File: config.mk
export PLATFORM = sky130hd
export DESIGN_NAME = score_keeper
export DESIGN_NICKNAME = d
export VERILOG_FILES = /design/src/rtl/score_keeper.sv
export SDC_FILE = /design/constraint.sdc
export NUM_CORES = 1
export LEC_CHECK = 0
export ABC_CLOCK_PERIOD_IN_PS = 3100
export BUFFER_PORTS_ARGS = -buffer_cell sky130_fd_sc_hd__buf_2
export CAP_MARGIN = 20
export CORE_MARGIN = 5
export CORE_UTILIZATION = 59
export CTS_BUF_LIST = sky130_fd_sc_hd__clkbuf_4 sky130_fd_sc_hd__clkbuf_8
export CTS_CLUSTER_DIAMETER = 100
export DETAILED_ROUTE_END_ITERATION = 8
export PLACE_DENSITY = 0.85
export SLEW_MARGIN = 20
export SYNTH_ARGS = -nofsm -noshare
export SYNTH_HDL_FRONTEND = slang
export SYNTH_SLANG_ARGS = --single-unit
File: constraint.sdc
create_clock -name clk -period 3.1 [get_ports clk]
set_input_delay 0.62 -clock clk [delete_from_list [all_inputs] [get_ports clk]]
set_output_delay 0.62 -clock clk [all_outputs]
set_load 0.01 [all_outputs]
File: src/rtl/score_keeper.sv
// Two-player score keeper: edge-detected point inputs, game FSM, winner and game-over pulse.
// Optional win-by-two rule (DEUCE/ADV1/ADV2 states) enabled by defining SCORE_WIN_BY_TWO_EN.
`timescale 1ns/1ps
module score_keeper #(
    parameter int unsigned SCORE_W   = 3,
    parameter int unsigned WIN_SCORE = 7
) (
    input  logic               clk,
    input  logic               reset,
    input  logic               start,
    input  logic               point1,
    input  logic               point2,
    output logic [SCORE_W-1:0] score1,
    output logic [SCORE_W-1:0] score2,
    output logic               playing,
    output logic               winner,
    output logic               game_over,
    output logic               adv1,
    output logic               adv2
);

    localparam logic [SCORE_W-1:0] WIN_S  = SCORE_W'(WIN_SCORE);
    localparam logic [SCORE_W-1:0] LAST_S = SCORE_W'(WIN_SCORE - 1);
    localparam logic [SCORE_W-1:0] ONE_S  = SCORE_W'(1);
    localparam logic [SCORE_W-1:0] ZERO_S = '0;

`ifdef SCORE_WIN_BY_TWO_EN
    typedef enum logic [2:0] {
        IDLE  = 3'd0,
        PLAY  = 3'd1,
        DEUCE = 3'd2,
        ADV1  = 3'd3,
        ADV2  = 3'd4,
        OVER  = 3'd5
    } state_e;
`else
    typedef enum logic [2:0] {
        IDLE  = 3'd0,
        PLAY  = 3'd1,
        OVER  = 3'd5
    } state_e;
`endif

    state_e             state_q, state_d;
    logic [SCORE_W-1:0] score1_q, score1_d;
    logic [SCORE_W-1:0] score2_q, score2_d;
    logic               p1_q, p1_d;
    logic               p2_q, p2_d;
    logic               winner_q, winner_d;
    logic               game_over_q, game_over_d;
    logic               playing_q, playing_d;
    logic               adv1_q, adv1_d;
    logic               adv2_q, adv2_d;

    logic               edge1_c, edge2_c;
    logic               solo1_c, solo2_c;
    logic [SCORE_W-1:0] inc1_c, inc2_c;

    // Point edges; a simultaneous pair cancels out
    always_comb begin
        edge1_c = point1 & ~p1_q;
        edge2_c = point2 & ~p2_q;
        solo1_c = edge1_c & ~edge2_c;
        solo2_c = edge2_c & ~edge1_c;
        inc1_c  = score1_q + ONE_S;
        inc2_c  = score2_q + ONE_S;
    end

    // Next-state, score and registered-output logic
    always_comb begin
        state_d     = state_q;
        score1_d    = score1_q;
        score2_d    = score2_q;
        winner_d    = winner_q;
        p1_d        = point1;
        p2_d        = point2;
        game_over_d = 1'b0;
        playing_d   = 1'b0;
        adv1_d      = 1'b0;
        adv2_d      = 1'b0;

        case (state_q)
            IDLE, OVER: begin
                if (start) begin
                    state_d  = PLAY;
                    score1_d = ZERO_S;
                    score2_d = ZERO_S;
                end
            end
            PLAY: begin
                if (solo1_c) begin
                    score1_d = inc1_c;
                    if (inc1_c == WIN_S) begin
                        state_d  = OVER;
                        winner_d = 1'b0;
                    end
`ifdef SCORE_WIN_BY_TWO_EN
                    else if (inc1_c == LAST_S && score2_q == LAST_S) begin
                        state_d = DEUCE;
                    end
`endif
                end else if (solo2_c) begin
                    score2_d = inc2_c;
                    if (inc2_c == WIN_S) begin
                        state_d  = OVER;
                        winner_d = 1'b1;
                    end
`ifdef SCORE_WIN_BY_TWO_EN
                    else if (inc2_c == LAST_S && score1_q == LAST_S) begin
                        state_d = DEUCE;
                    end
`endif
                end
            end
`ifdef SCORE_WIN_BY_TWO_EN
            DEUCE: begin
                if (solo1_c) begin
                    state_d = ADV1;
                end else if (solo2_c) begin
                    state_d = ADV2;
                end
            end
            ADV1: begin
                if (solo1_c) begin
                    state_d  = OVER;
                    winner_d = 1'b0;
                end else if (solo2_c) begin
                    state_d = DEUCE;
                end
            end
            ADV2: begin
                if (solo2_c) begin
                    state_d  = OVER;
                    winner_d = 1'b1;
                end else if (solo1_c) begin
                    state_d = DEUCE;
                end
            end
`endif
            default: begin
                state_d = IDLE;
            end
        endcase

        game_over_d = (state_d == OVER) && (state_q != OVER);
        playing_d   = (state_d != IDLE) && (state_d != OVER);
`ifdef SCORE_WIN_BY_TWO_EN
        adv1_d      = (state_d == ADV1);
        adv2_d      = (state_d == ADV2);
`endif
    end

    // Edge registers reset high so a level held through reset never scores
    always_ff @(posedge clk or negedge reset) begin
        if (!reset) begin
            state_q     <= IDLE;
            score1_q    <= ZERO_S;
            score2_q    <= ZERO_S;
            p1_q        <= 1'b1;
            p2_q        <= 1'b1;
            winner_q    <= 1'b0;
            game_over_q <= 1'b0;
            playing_q   <= 1'b0;
            adv1_q      <= 1'b0;
            adv2_q      <= 1'b0;
        end else begin
            state_q     <= state_d;
            score1_q    <= score1_d;
            score2_q    <= score2_d;
            p1_q        <= p1_d;
            p2_q        <= p2_d;
            winner_q    <= winner_d;
            game_over_q <= game_over_d;
            playing_q   <= playing_d;
            adv1_q      <= adv1_d;
            adv2_q      <= adv2_d;
        end
    end

    assign score1    = score1_q;
    assign score2    = score2_q;
    assign playing   = playing_q;
    assign winner    = winner_q;
    assign game_over = game_over_q;
    assign adv1      = adv1_q;
    assign adv2      = adv2_q;

endmodule
# Yosys cells after proc, flatten, opt, wreduce, memory -nomap -nowiden
# Index checks and enable logic that the tools add are counted.
# W data, S select, Z words.
[word_totals]
register_bits = 14
latchBits = 0
mem_bits_rw = 0
rom_bits = 0
inputBits = 5
out_inout_bits = 11
elab_cells = 57
n_memories = 0
[op_classes]
n_addsub = 2
multipliers = 0
div_mod_pow = 0
magnitude_cmp = 0
n_eq_ne = 12
n_shift = 0
n_mux = 16
bitwise_logic = 8
reduce_logical = 11
[ops]
columns = ["cell", "count"]
rows = [
  ["$mux W3", 9],
  ["$pmux W3 S2", 3],
  ["$eq A3 B3 Y1 const B", 4],
  ["$ne A2 B2 Y1 const B", 4],
  ["$reduce_and A4 Y1", 2],
  ["$add A3 B1 Y3 const B", 2],
  ["$ne A3 B3 Y1 const B", 2],
  ["$reduce_bool A2 Y1", 3],
  ["$and A1 B1 Y1", 4],
  ["$mux W1", 4],
  ["$not A1 Y1", 4],
  ["$eq A3 B1 Y1 const B", 1],
  ["$logic_not A3 Y1", 1],
  ["$reduce_and A3 Y1", 1],
  ["$reduce_bool A3 Y1", 1],
  ["$logic_and A1 B1 Y1", 2],
  ["$ne A2 B1 Y1 const B", 1],
  ["$reduce_or A2 Y1", 1],
]

# Logic depth before layout (Yosys ltp)
[depth]
word_depth = 9
mapped_depth = 6
depth_no_buf = 6

# Worst setup path before layout
# Ideal clock, no wire load.
[synth_path]
path_type = "input to register"
startpoint = "input port point2"
endpoint = "register score2_q[1], in the netlist score2[1]"
setup_time_ns = 0.125
arrival_ns = 1.863
required_time_ns = 2.975
path_slack_ns = 1.113
stages = 6
n_path_buf = 0
cell_sequence = "nor2b_1 > inv_1 > ha_1 > nand4bb_1 > a31oi_2 > mux2_2"
[synth_between]
elab_chain_len = 5
elab_cells_between_ends = 7
classes_between = "eq/ne: 2; bitwise: 4; reduce/logical: 1"
[synth_lines]
columns = ["element", "line_no", "text"]
rows = [
  ["start, declared", "12", "input logic point2,"],
  ["$and A1 B1 Y1 (*)", "62", "edge2_c = point2 & ~p2_q;"],
  ["$not A1 Y1", "63", "solo1_c = edge1_c & ~edge2_c;"],
  ["$and A1 B1 Y1", "63", ""],
  ["$ne A2 B2 Y1 (no source line)", "--", ""],
  ["$reduce_and A4 Y1 (no source line) (*)", "--", ""],
  ["end signal, assigned", "169", "score2_q <= score2_d;"],
  ["end, declared", "46", "logic [SCORE_W-1:0] score2_q, score2_d;"],
]
# Every way passes the cells marked *; elsewhere a longest branch is shown, timed or not.
# A chain may end at the register's enable or synchronous reset.

# Worst setup path in the final report
[layout_path]
startpoint = "register p1_q"
endpoint = "register score2_q[1], in the netlist score2[1]"
[layout_between]
elab_chain_len = 6
elab_cells_between_ends = 8
classes_between = "eq/ne: 2; bitwise: 5; reduce/logical: 1"
[layout_lines]
columns = ["element", "line_no", "text"]
rows = [
  ["start, declared", "47", "logic p1_q, p1_d;"],
  ["start signal, assigned", "170", "p1_q <= p1_d;"],
  ["$not A1 Y1 (*)", "61", "edge1_c = point1 & ~p1_q;"],
  ["$and A1 B1 Y1 (*)", "61", ""],
  ["$not A1 Y1", "64", "solo2_c = edge2_c & ~edge1_c;"],
  ["$and A1 B1 Y1", "64", ""],
  ["$ne A2 B2 Y1 (no source line)", "--", ""],
  ["$reduce_and A4 Y1 (no source line) (*)", "--", ""],
]
# Marked as above.

==> results.toml <==
[global_routing]
grt_pass1_wl_mm = 2.32
first_global_vias = 531
antenna_found_initial = 0
grt_usage_pct = 16.1
grt_overflow = 0
grt_max_degree = 15

[critical_path]
path_delay_family = "flip-flops"
max_stage_delay_ns = 0.51
rrSetupSlack_ns = 1.20
rr_startpoint = "p1_q$_DFF_PN1_"
crit_chain = "nand2b_1 -> inv_1 -> ha_1 -> nand4bb_1 -> a31oi_2 -> mux2_2"
required_ns = 3.28
cp_slowest_cell = "dfstp_2"
path_buf_inv = 1
cp-end-kind = "flop"
start_kind = "flop"
critical_path_class = "reg -> reg"
crit_path_max_fanout = 8
rr_worst_depth = 6
cp_data_arrival_time_ns = 2.08
crit-reg2reg-capture = "score2[1]$_DFFE_PN0P_"

[clocking]
numCtsBuffers = 3
clock_latency_ns = 0.29
numClockSinks = 14
cts_tree = "done"
cts.clk_slew.worst_paths_ns = 0.08
root_buffer = "clkbuf_4"
cts_hold_buf = 0
htree_levels = 1
post_cts_buffers = 0
cts_resized = 0
cts_buffer_depth = 2

[synth]
ys_ff_latch = 14
ys.warnings.count = 0
syn_area_um2 = 795
ys_types = 35
synth_area_leader_cell = "dfrtp_1"
ys.flop_type = "dfrtp_1"
synth.avg_cell_area_um2 = 10.5
synth-async-reset-ratio_pct = 100
yosysTopAreaCellShare_pct = 37.8
synth_cells = 76
ys_seq_area_share_pct = 44.4
synth-edff-count = 0
netlist_top_cells_area = "dfrtp_1 (38%), ha_1 (9.4%), dfstp_2 (6.6%)"

[place]
dp_cells = 103
placed_cell_area_um2 = 860
place_hpwl_mm = 1.04
io_buffers = 13
place.gp.congestion = 0.753

[drt]
wirelength_mm = 1.43
via_per_inst = 5.53
ant_nets = 0
drt_pass1_iterations = 4
drtIter0Drc = 20
num_vias = 592
drc_errors = 0
wl_per_cell_um = 13.3

[timing]
hold_viol = 0
rsz0062_at_grt = "no"
fmaxAchievable_mhz = 526
drv_slew = 0
fin_crit_ns = 1.90
fin_skew_ns = 0.00392
tns_ns = 0
min_period_over_period_pct = 61.4
whs_ns = 0.214
finalSetupViolations = 0

[floorplanning]
ioPinCount = 16
rows = 13
initial_core_util_pct = 61.8
die_area_mm2 = 0.00218
die_x_um = 46.7
die_y_um = 46.7
core_area_mm2 = 0.00128

[power]
p_leak_nw = 0.445
total_power_uw = 492
p_per_area_mw_per_mm2 = 549
vdd_drop_max_uv = 361

[layout]
n_antenna_cell = 0
design_area_um2 = 896
area_growth_syn_to_layout_pct = 12.8
drive_gt1_share_pct = 26.1
finalNetCount = 104
layout.cells.non_filler = 107

[min_path]
hold_class = "in -> async"

[job]
cap_violations = 0

[status]
run_status = "finished, final reports clean"
per-layer routing:
metal	track usage, %	wire [um]	share of wire [%]	vias to the layer above
met5	0	0	0	-
met3	4.69	88	6.2	5
met1	20.7	618	43	273
li1	-	-	-	295
met4	11.0	34	2.4	0
met2	22.8	685	48	19
cell usage after synthesis, types with 2 or more instances:
master / number
inv_1: 13
dfrtp_1: 12
ha_1: 6
nor2_1: 5
nand2b_1: 3
o21ai_0: 3
buf_4: 2
dfstp_2: 2
nand2_1: 2
o41ai_1: 2
or3b_1: 2
how the worst max path moves through the flow:
stage / end / from / depth (start not counted)
2_1_floorplan: score2[1]$_DFFE_PN0P_ / point2 / 6
3_3_place_gp: score2[1]$_DFFE_PN0P_ / point2 / 7
3_5_place_dp: score2[1]$_DFFE_PN0P_ / point2 / 7
4_1_cts: score2[1]$_DFFE_PN0P_ / p1_q$_DFF_PN1_ / 6
5_1_grt: state_q[2]$_DFF_PN0_ / p1_q$_DFF_PN1_ / 6
6_report: score2[1]$_DFFE_PN0P_ / p1_q$_DFF_PN1_ / 6
sequential cells by signal, indices dropped and copies added, names as in the netlist:
register and cells:
playing 1, state_q 3, p1_q 1, score2 3, p2_q 1, score1 3
winner 1, game_over 1
report_power, final:
| group | internal [mW] | switching, mW |
|---|---|---|
| Clock | 0.0716 | 0.0601 |
| Combinational | 0.0596 | 0.0701 |
| Sequential | 0.207 | 0.0228 |
metrics by stage:
stage | setup slack (ns) | utilization [%]
3_5_place_dp | 0.911 | 66.9
5_1_grt | 1.05 | 69.7
3_3_place_gp | 0.951 | 66.9
6_report | 1.20 | 69.7
2_1_floorplan | 1.11 | -
4_1_cts | 1.18 | 69.7
placed cells by master (no fill, tap or decap), types with 2 or more instances in the layout:
master    count
dfstp_2       2
o41ai_1       2
o21ai_0       3
clkbuf_4      3
nand2_1       2
inv_1        13
nand2b_1      3
conb_1        3
ha_1          6
buf_2        13
nor2_1        5
dfrtp_1      12
or3b_1        2
logic make-up (layout without fill, tap and decap cells):
group	Yosys count	in the layout	synth area share [%]
AOI/OAI and AO/OA	17	17	17.3
xor gates and xnor gates	2	2	2.21
adders and majority gates	6	6	9.45
buffers and inverters	16	30	9.45
DFF	14	14	44.4
muxes	2	2	2.68
other	1	3	0.472
and+or+nand+nor	18	18	14.0
final cells by class:
cell class / instances / area, um2
inverter: 13 / 48.8
tap: 15 / 18.8
fill: 97 / 389
multi-input combinational: 48 / 374
clock buffer: 4 / 36.3
sequential: 14 / 353
timing repair buffer: 13 / 65.1
Note: power is estimated with default switching activity, not from simulation.
